**config.mk**
```make
export PLATFORM = sky130hd
export DESIGN_NAME = hex_msg_sched
export DESIGN_NICKNAME = d
export VERILOG_FILES = /design/src/rtl/hex_sched_pkg.sv /design/src/rtl/hex_tick_gen.sv /design/src/rtl/hex_msg_sched.sv
export SDC_FILE = /design/constraint.sdc
export NUM_CORES = 1
export LEC_CHECK = 0
export BUFFER_PORTS_ARGS = -buffer_cell sky130_fd_sc_hd__buf_4
export CAP_MARGIN = 0
export CORE_UTILIZATION = 39
export DETAILED_ROUTE_END_ITERATION = 10
export PLACE_DENSITY_LB_ADDON = 0.15
export SETUP_SLACK_MARGIN = 0.3
export SLEW_MARGIN = 10
export SYNTH_ARGS = -nofsm -noshare
export SYNTH_HDL_FRONTEND = slang
export SYNTH_HIERARCHICAL = 1
export SYNTH_SLANG_ARGS = --single-unit
export TNS_END_PERCENT = 100
```
**constraint.sdc**
```tcl
create_clock -name CLOCK_50 -period 4.25 [get_ports CLOCK_50]
set_clock_uncertainty 0.15 [all_clocks]
set_input_delay 0.85 -clock CLOCK_50 [delete_from_list [all_inputs] [get_ports CLOCK_50]]
set_output_delay 0.85 -clock CLOCK_50 [all_outputs]
set_load 0.01 [all_outputs]
```
**src/rtl/hex_sched_pkg.sv**
```systemverilog
// -----------------------------------------------------------------------------
// hex_sched_pkg
// Shared types and constants for the HEX display scheduler.
//   state_t      : scheduler FSM states (IDLE, GRANT, SHOW, DONE)
//   SEG_BLANK    : active-high code for an unlit digit
//   SEG_H/E/L/O  : active-high letter codes used to build test messages
//   MAX_LEN      : longest message, in characters
//   clamp_len    : limits a requested length to MAX_LEN
//   pick_winner  : round-robin choice between the two requesters
//   grant_vec    : index -> one-hot grant/done vector
// -----------------------------------------------------------------------------
package hex_sched_pkg;

  typedef enum logic [1:0] {
    IDLE  = 2'd0,
    GRANT = 2'd1,
    SHOW  = 2'd2,
    DONE  = 2'd3
  } state_t;

  localparam logic [7:0] SEG_BLANK = 8'h00;
  localparam logic [7:0] SEG_H     = 8'h76;
  localparam logic [7:0] SEG_E     = 8'h79;
  localparam logic [7:0] SEG_L     = 8'h38;
  localparam logic [7:0] SEG_O     = 8'h3F;

  localparam logic [3:0] MAX_LEN = 4'd8;

  function automatic logic [3:0] clamp_len(input logic [3:0] len);
    return (len > MAX_LEN) ? MAX_LEN : len;
  endfunction

  // A lone requester wins outright; on contention the one not served last wins.
  function automatic logic pick_winner(input logic [1:0] req, input logic last);
    logic w;
    w = ~last;
    if (req == 2'b01) begin
      w = 1'b0;
    end else if (req == 2'b10) begin
      w = 1'b1;
    end
    return w;
  endfunction

  function automatic logic [1:0] grant_vec(input logic who);
    return who ? 2'b10 : 2'b01;
  endfunction

endpackage

```
**src/rtl/hex_tick_gen.sv**
```systemverilog
// -----------------------------------------------------------------------------
// hex_tick_gen
// Scroll-rate divider. Counts enabled cycles and emits a one-cycle tick when
// the count reaches TICK_DIV-1, then wraps to 0. clear has priority and holds
// the count at 0, so the first tick lands exactly TICK_DIV enabled cycles
// after clear is released.
// Parameters:
//   TICK_DIV : cycles per tick (>= 2)
// Ports:
//   CLOCK_50 in  system clock
//   RST_N    in  asynchronous active-low reset
//   clear    in  force the count back to 0
//   enable   in  advance the count
//   tick     out one-cycle pulse, combinational from the count register
// -----------------------------------------------------------------------------
module hex_tick_gen #(
  parameter int TICK_DIV = 50_000_000
) (
  input  logic CLOCK_50,
  input  logic RST_N,
  input  logic clear,
  input  logic enable,
  output logic tick
);

  localparam int CNT_W = (TICK_DIV > 2) ? $clog2(TICK_DIV) : 1;
  localparam logic [CNT_W-1:0] CNT_LAST = CNT_W'(TICK_DIV - 1);

  logic [CNT_W-1:0] cnt_reg;
  logic [CNT_W-1:0] cnt_next;

  assign tick = enable && (cnt_reg == CNT_LAST);

  always_comb begin
    cnt_next = cnt_reg;
    if (clear) begin
      cnt_next = '0;
    end else if (enable) begin
      cnt_next = tick ? '0 : cnt_reg + 1'b1;
    end
  end

  always_ff @(posedge CLOCK_50 or negedge RST_N) begin
    if (!RST_N) begin
      cnt_reg <= '0;
    end else begin
      cnt_reg <= cnt_next;
    end
  end

endmodule

```
**src/rtl/hex_msg_sched.sv**
```systemverilog
// -----------------------------------------------------------------------------
// hex_msg_sched
// Shares a bank of 7-segment digits between two requesters. A round-robin
// arbiter grants one requester, its message (up to 8 characters) is latched
// and scrolled leftward across the digits one position per TICK_DIV cycles,
// and a one-cycle done pulse is returned to the served requester.
//
// Build option:
//   HEX_SCHED_ABORT_EN : when defined, the granted requester dropping its req
//                        during the scroll aborts it (no done pulse). When not
//                        defined, req is ignored once granted.
//
// Parameters:
//   TICK_DIV : CLOCK_50 cycles per scroll step (>= 2)
//   N_DIGITS : digits driven (the port list fixes this at 4)
// Ports:
//   CLOCK_50   in  system clock
//   RST_N      in  asynchronous active-low reset
//   req[1:0]   in  request level per requester
//   msg0/msg1  in  messages, char k at [8k+:8], active-high segments
//   len0/len1  in  message lengths, values above 8 clamp to 8
//   gnt[1:0]   out one-hot grant, held for the whole service
//   done[1:0]  out one-cycle completion pulse to the served requester
//   busy       out high whenever the scheduler is not idle
//   HEX0..HEX3 out active-low segments, HEX0 rightmost, 8'hFF blank
// -----------------------------------------------------------------------------
module hex_msg_sched
  import hex_sched_pkg::*;
#(
  parameter int TICK_DIV = 50_000_000,
  parameter int N_DIGITS = 4
) (
  input  logic        CLOCK_50,
  input  logic        RST_N,
  input  logic [1:0]  req,
  input  logic [63:0] msg0,
  input  logic [63:0] msg1,
  input  logic [3:0]  len0,
  input  logic [3:0]  len1,
  output logic [1:0]  gnt,
  output logic [1:0]  done,
  output logic        busy,
  output logic [7:0]  HEX0,
  output logic [7:0]  HEX1,
  output logic [7:0]  HEX2,
  output logic [7:0]  HEX3
);

  localparam logic [7:0] HEX_OFF = ~SEG_BLANK;

  state_t      state_reg;
  state_t      state_next;
  logic        winner_reg;
  logic        winner_next;
  logic        last_reg;
  logic        last_next;
  logic [63:0] msg_reg;
  logic [63:0] msg_next;
  logic [3:0]  len_reg;
  logic [3:0]  len_next;
  logic [3:0]  p_reg;
  logic [3:0]  p_next;
  logic [1:0]  gnt_reg;
  logic [1:0]  gnt_next;
  logic [1:0]  done_reg;
  logic [1:0]  done_next;

  logic [N_DIGITS-1:0][7:0] hex_reg;
  logic [N_DIGITS-1:0][7:0] hex_next;

  logic        tick;
  logic        abort;
  logic [3:0]  grant_len;
  logic [3:0]  last_pos;

  // Position at which every character has scrolled off the left edge.
  assign last_pos = len_reg + 4'(N_DIGITS - 1);

  hex_tick_gen #(
    .TICK_DIV (TICK_DIV)
  ) u_tick_gen (
    .CLOCK_50 (CLOCK_50),
    .RST_N    (RST_N),
    .clear    (state_reg != SHOW),
    .enable   (state_reg == SHOW),
    .tick     (tick)
  );

  // ---------------------------------------------------------------------------
  // FSM state register
  // ---------------------------------------------------------------------------
  always_ff @(posedge CLOCK_50 or negedge RST_N) begin
    if (!RST_N) begin
      state_reg <= IDLE;
    end else begin
      state_reg <= state_next;
    end
  end

  // ---------------------------------------------------------------------------
  // Next-state and datapath-next logic
  // ---------------------------------------------------------------------------
  always_comb begin
    state_next  = state_reg;
    winner_next = winner_reg;
    last_next   = last_reg;
    msg_next    = msg_reg;
    len_next    = len_reg;
    p_next      = p_reg;
    gnt_next    = gnt_reg;
    done_next   = 2'b00;
    abort       = 1'b0;
    grant_len   = clamp_len(winner_reg ? len1 : len0);

    unique case (state_reg)
      IDLE: begin
        p_next   = '0;
        gnt_next = 2'b00;
        // Winner is fixed on the way into GRANT so that a req change during
        // the GRANT cycle cannot redirect the latch.
        if (|req) begin
          winner_next = pick_winner(req, last_reg);
          state_next  = GRANT;
        end
      end

      GRANT: begin
        msg_next   = winner_reg ? msg1 : msg0;
        len_next   = grant_len;
        gnt_next   = grant_vec(winner_reg);
        p_next     = '0;
        state_next = (grant_len == 4'd0) ? DONE : SHOW;
      end

      SHOW: begin
`ifdef HEX_SCHED_ABORT_EN
        abort = ~req[winner_reg];
`endif
        // Abort is checked first so it beats a coincident tick.
        if (abort) begin
          state_next = IDLE;
          gnt_next   = 2'b00;
          last_next  = winner_reg;
          p_next     = '0;
        end else if (tick) begin
          if (p_reg == last_pos) begin
            state_next = DONE;
          end else begin
            p_next = p_reg + 4'd1;
          end
        end
      end

      DONE: begin
        done_next  = grant_vec(winner_reg);
        gnt_next   = 2'b00;
        last_next  = winner_reg;
        p_next     = '0;
        state_next = IDLE;
      end

      default: begin
        state_next = IDLE;
      end
    endcase
  end

  // ---------------------------------------------------------------------------
  // Digit rendering: digit d shows character p-d while it is inside the
  // message, otherwise blank. The visible index is below len <= 8, so its
  // low three bits address the latched message.
  // ---------------------------------------------------------------------------
  genvar gi;
  generate
    for (gi = 0; gi < N_DIGITS; gi++) begin : g_digit
      logic [3:0] char_idx;
      logic       char_vis;

      assign char_idx = p_reg - 4'(gi);
      assign char_vis = (state_reg == SHOW) && !abort &&
                        (p_reg >= 4'(gi)) && (char_idx < len_reg);
      assign hex_next[gi] = char_vis ? ~msg_reg[{char_idx[2:0], 3'b000} +: 8]
                                     : HEX_OFF;
    end
  endgenerate

  // ---------------------------------------------------------------------------
  // Datapath and output registers
  // ---------------------------------------------------------------------------
  always_ff @(posedge CLOCK_50 or negedge RST_N) begin
    if (!RST_N) begin
      winner_reg <= 1'b0;
      last_reg   <= 1'b1;
      msg_reg    <= '0;
      len_reg    <= '0;
      p_reg      <= '0;
      gnt_reg    <= 2'b00;
      done_reg   <= 2'b00;
      hex_reg    <= {N_DIGITS{HEX_OFF}};
    end else begin
      winner_reg <= winner_next;
      last_reg   <= last_next;
      msg_reg    <= msg_next;
      len_reg    <= len_next;
      p_reg      <= p_next;
      gnt_reg    <= gnt_next;
      done_reg   <= done_next;
      hex_reg    <= hex_next;
    end
  end

  assign gnt  = gnt_reg;
  assign done = done_reg;
  assign busy = (state_reg != IDLE);
  assign HEX0 = hex_reg[0];
  assign HEX1 = hex_reg[1];
  assign HEX2 = hex_reg[2];
  assign HEX3 = hex_reg[3];

endmodule

```
==> impl_metrics.tcl, run 1 <==
set metrics [dict create \
    firstDrtPassIters 5 \
    status "complete, no violations" \
    grt_max_degree 72 \
    cts_made_buffers 17 \
    r2r-start "p_reg[0]" \
    drt_iter0_drc 588 \
    gp_congestion 0.840 \
    rows 54 \
    synth_cell_types 56 \
    layout-drive-gt1-share_pct 36.8 \
    power.density_nw_per_um2 572 \
    cp-end-kind "flip-flop" \
    ant_nets 0 \
    design_area_um2 10900 \
    tns_ps 0 \
    synth_edf_count 0 \
    maxCapViolations 0 \
    clk_path_buf_depth 2 \
    required_ps 4410 \
    synthToLayoutAreaGrowth_pct 25.0 \
    critPathBufInv 0 \
    async_flop_share_pct 100 \
    cts_tree "yes" \
    cp_common_cell "ha_1" \
    synth-seq-area-share_pct 40.1 \
    die_w_um 151 \
    grt_pass1_vias 6497 \
    min_period_ps 3130 \
    hp-class "in -> async" \
    fin_cells 1245 \
    cp_cell_sequence "ha_1 > xnor2_1 > ha_1 > o21a_1 > o21ai_1 > nand3_1" \
    placed_cells 1213 \
    synthesis.area_um2 8710 \
    critPathTopFamily "XOR/XNOR gates" \
    synth_flop_cell "dfrtp_1" \
    cts_resized 0 \
    synth_nets 959 \
    setup_viol 0 \
    num_antenna_cells 0 \
    grt.overflow.total 0 \
    port_buffers 176 \
    htree_levels 4 \
    ir_drop_uv 331 \
    grt_util_all_layers_pct 21.6 \
    nNetsFinal 1121 \
    crit_start "p_reg[0]" \
    path_class "reg -> reg" \
    viasPerCell 5.49 \
    clkSlewWorstSetupHoldPaths_ps 60 \
    p_leak_uw 0.00457 \
    hold_viol_final 0 \
    cts.sinks 138 \
    grt_first_pass_wirelength_um 37100 \
    start_util_pct 39.8 \
    postCtsSetupRepairBufs 0 \
    cp-start-kind "flip-flop" \
    whs_ps 262 \
    slowest_delay_ps 810 \
    slowest_stage "xnor2_1" \
    final_common_cell "buf_4" \
    die_y_um 151 \
    drc 0 \
    drt-wirelength-per-cell_um 18.8 \
    largest_reg_flops 64 \
    synthCells 790 \
    synth.ff_latch_count 138 \
    grt_antenna_before_repair 0 \
    cts_hold_buf 0 \
    tightest_slew_ps 995 \
    drv_slew 0 \
    fmax_mhz 319 \
    worstPathArrival_ps 3290 \
    hpwl_um 17200 \
    slew_headroom_pct 33.2 \
    layout_common_cells "buf_4, dfrtp_1, nor2_1" \
    place_area_um2 10300 \
    ioPinCount 177 \
    routed_wl_um 23400 \
    rsz0062_at_grt "no" \
    min_period_over_period_pct 73.7 \
    num_vias 6836 \
    clock_latency_ps 430 \
    syn_area_per_cell_um2 11.0 \
    core_area_um2 21900 \
    cp_max_fo 25 \
    yosysWarnings 6 \
    die_area_um2 22900 \
    cts-root-buf "clkbuf_16" \
]
## layout make-up
class | count | area (um^2)
fillers | 2072 | 11000
multi-input cells | 586 | 4940
flip-flops and latches | 138 | 3500
repair buffers | 190 | 1440
clock buffers | 17 | 425
well taps | 280 | 350
clock inverters | 15 | 151
inverters | 19 | 71.3
## Yosys cell counts (6+ instances only)
library cell / number / share of area [%]
nor2_1: 93 / 4.0
mux2i_1: 70 / 8.0
ha_1: 29 / 4.2
xnor2_1: 15 / 1.5
inv_1: 16 / 0.69
clkbuf_1: 18 / 0.78
a21oi_1: 71 / 4.1
nand3_1: 35 / 2.0
buf_1: 9 / 0.39
nand2_1: 65 / 2.8
xor2_1: 15 / 1.5
nand4_1: 9 / 0.65
mux4_2: 64 / 17
a21o_1: 9 / 0.78
o21ai_0: 6 / 0.34
mux2_2: 20 / 2.6
dfstp_2: 33 / 10
nor3_1: 14 / 0.80
dfrtp_1: 105 / 30
buf_2: 18 / 1.0
## cells by family (layout without fill, tap and decap cells)
| logic type | after synthesis | in the layout | synth area share [%] |
|---|---|---|---|
| AND/OR/NAND/NOR | 256 | 256 | 14.1 |
| multiplexers | 154 | 154 | 27.2 |
| flip-flops | 138 | 138 | 40.1 |
| AO/OA/AOI/OAI | 116 | 116 | 7.90 |
| adder cells (fa/ha/maj) | 29 | 29 | 4.17 |
| buffers and inverters | 66 | 241 | 3.28 |
| XOR/XNOR | 31 | 31 | 3.28 |
## worst paths after layout
| check | end | slack (ps) | depth (start not counted) |
|---|---|---|---|
| max | HEX3[3] | 1120 | 6 |
| min | u_tick_gen/cnt_reg[7] | 260 | 1 |
| max reg2reg | HEX3[3] | 1120 | 6 |
| min reg2reg | gnt[0] | 340 | 2 |
| max in group asynchronous | HEX0[4] | 2850 | 2 |
| min in group CLOCK_50 | gnt[0] | 340 | 2 |
## routing by layer
metal  vias up  GRT usage (%)  part of all wire [%]
met4         0           5.40                  0.85
met2       256           30.3                    44
li1       3228              -                     -
met5         -              0                     0
met1      3336           33.5                    48
met3        16           4.19                   7.4
## worst register-to-register path: stages, from the launching register on
cell,delay (ps)
dfrtp_4,640
ha_1,320
xnor2_1,810
ha_1,380
o21a_1,110
o21ai_1,460
nand3_1,160
## through the flow
step	power [uW]	utilization, %	setup WS, ps
final	6220	49.7	1120
after global routing	6620	49.7	888
after CTS	6240	49.7	1130
after detailed placement	4750	47.1	1140
after global placement	4710	47.1	1190
after floorplan	3900	-	565
## power breakdown
| part | internal [uW] | total [uW] | switching [uW] | leakage [uW] |
|---|---|---|---|---|
| combinational | 1220 | 2340 | 1120 | 0.00269 |
| sequential | 1740 | 2420 | 680 | 0.00160 |
| clock | 862 | 1470 | 604 | 0.000279 |
| total | 3820 | 6220 | 2410 | 0.00457 |
No activity file was read; power rests on OpenSTA's default activity.
==> run 2: changes to the inputs <==
==> constraint.sdc (replaced) <==
create_clock -name CLOCK_50 -period 2.8 [get_ports CLOCK_50]
set_clock_uncertainty 0.15 [all_clocks]
set_input_delay 0.56 -clock CLOCK_50 [delete_from_list [all_inputs] [get_ports CLOCK_50]]
set_output_delay 0.56 -clock CLOCK_50 [all_outputs]
set_load 0.01 [all_outputs]
==> run 2 against run 1 <==
Compared with the run above: final area is 2.9% higher; highest routed layer unchanged; fmax is 29% higher; critical endpoint is now state_reg[1]; final cell count is 1.4% higher; non-clock buffer count is 18 higher.
==> impl_metrics.tcl, run 2 (synthesis results as in run 1) <==
set metrics [dict create \
    slowest_stage "dfrtp_1" \
    cts.sinks 138 \
    crit_start "len_reg[0]" \
    final_common_cell "buf_4" \
    status "complete, no violations" \
    worstRegToRegCells 6 \
    fin_cells 1263 \
    power.density_nw_per_um2 855 \
    clkSlewWorstSetupHoldPaths_ps 60 \
    tns_ps 0 \
    maxCapViolations 0 \
    critPathTopFamily "flip-flops" \
    min-delay-start "req[1]" \
    start_util_pct 39.8 \
    cts-root-buf "clkbuf_16" \
    num_vias 6803 \
    hold_viol_final 0 \
    fmax_mhz 413 \
    cts_made_buffers 17 \
    worstPathArrival_ps 2590 \
    nNetsFinal 1139 \
    die_y_um 151 \
    hpwl_um 17500 \
    tightest_slew_ps 703 \
    drv_slew 0 \
    rows 54 \
    cp-start-kind "flip-flop" \
    ir_drop_uv 468 \
    placed_cells 1229 \
    clock_latency_ps 430 \
    port_buffers 176 \
    layout-drive-gt1-share_pct 39.6 \
    r2r_setup_slack_ps 380 \
    drt-wirelength-per-cell_um 18.6 \
    timing.rr.end "state_reg[1]" \
    gp_congestion 0.825 \
    required_ps 2960 \
    grt_first_pass_wirelength_um 37400 \
    critPathBufInv 1 \
    drc 0 \
    firstDrtPassIters 6 \
    grt.overflow.total 0 \
    cp_cell_sequence "inv_1 > ha_1 > xnor3_1 > or3_4 > o41ai_4 > mux2_4" \
    die_area_um2 22900 \
    setup_ws_ps 376 \
    min_period_ps 2420 \
    drt_iter0_drc 510 \
    cp-end-kind "flip-flop" \
    worstHoldPathCells 2 \
    hp-class "in -> reg" \
    cp_max_fo 4 \
    largest_reg_flops 64 \
    slowest_delay_ps 440 \
    synthToLayoutAreaGrowth_pct 28.6 \
    viasPerCell 5.39 \
    rsz0062_at_grt "yes" \
    routed_wl_um 23500 \
    grt_pass1_vias 6513 \
    ioPinCount 177 \
    htree_levels 4 \
    grt_util_all_layers_pct 21.9 \
    core_area_um2 21900 \
    setup_viol 0 \
    grt_max_degree 93 \
    place_ws_ps 213 \
    min_period_over_period_pct 86.6 \
    p_leak_uw 0.00470 \
    die_w_um 151 \
    clk_path_buf_depth 2 \
    layout_common_cells "buf_4, dfrtp_1, nor2_1" \
    hold_end "winner_reg" \
    ant_nets 0 \
    grt_antenna_before_repair 0 \
    cts_tree "yes" \
    slew_headroom_pct 53.1 \
    num_antenna_cells 0 \
    path_class "reg -> reg" \
    r2r-start "len_reg[0]" \
]
## run 2: timing repair
| item | in CTS | in global routing |
|---|---|---|
| gates resized for setup | 5 | 3 |
| setup endpoints to repair | 1 | 2 |
| buffers inserted | 0 | 1 |
| hold buffers | 1 | 0 |
| cloned | 0 | 0 |
| endpoints found under the hold margin | 38 | 0 |
## run 2: worst reg2reg max path: stages (launching register included)
cell	delay, ps
dfrtp_1	440
inv_1	110
ha_1	190
xnor3_1	250
or3_4	440
o41ai_4	400
mux2_4	330
## run 2: power by group
group          switching (uW)  internal [uW]  leakage (uW)
Sequential                945           2640       0.00160
Clock                     932           1240      0.000271
Combinational            1830           2000       0.00282
## run 2: how the worst max path moves through the flow
stage	endpoint	slack [ps]	cells after the start
2_1_floorplan	HEX1[0]	280	12
3_3_place_gp	state_reg[1]	260	9
3_5_place_dp	state_reg[1]	210	9
4_1_cts	state_reg[1]	340	9
5_1_grt	state_reg[1]	290	6
6_report	state_reg[1]	380	6
## run 2: area by class of cell
class,instances,area [um^2]
flip-flops and latches,138,3500
multi-input cells,586,5060
fillers,2025,10700
inverters,19,101
repair buffers,208,1620
clock buffers,17,425
well taps,280,350
clock inverters,15,141
## run 2: stage by stage
stage	hold slack, ps	power, uW	utilization [%]	area, um^2
4_1_cts	241	9610	51.1	11200
3_5_place_dp	336	7390	48.4	10600
2_1_floorplan	114	6010	-	8940
5_1_grt	267	10200	51.2	11200
6_report	253	9580	51.2	11200
3_3_place_gp	322	7310	48.4	10600
## run 2: metal layers
layer / up-vias / track usage [%] / share of wire [%]
li1: 3280 / - / -
met1: 3246 / 34.5 / 49
met2: 255 / 30.0 / 43
met3: 22 / 3.92 / 6.2
met4: 0 / 6.50 / 1.2
met5: - / 0 / 0
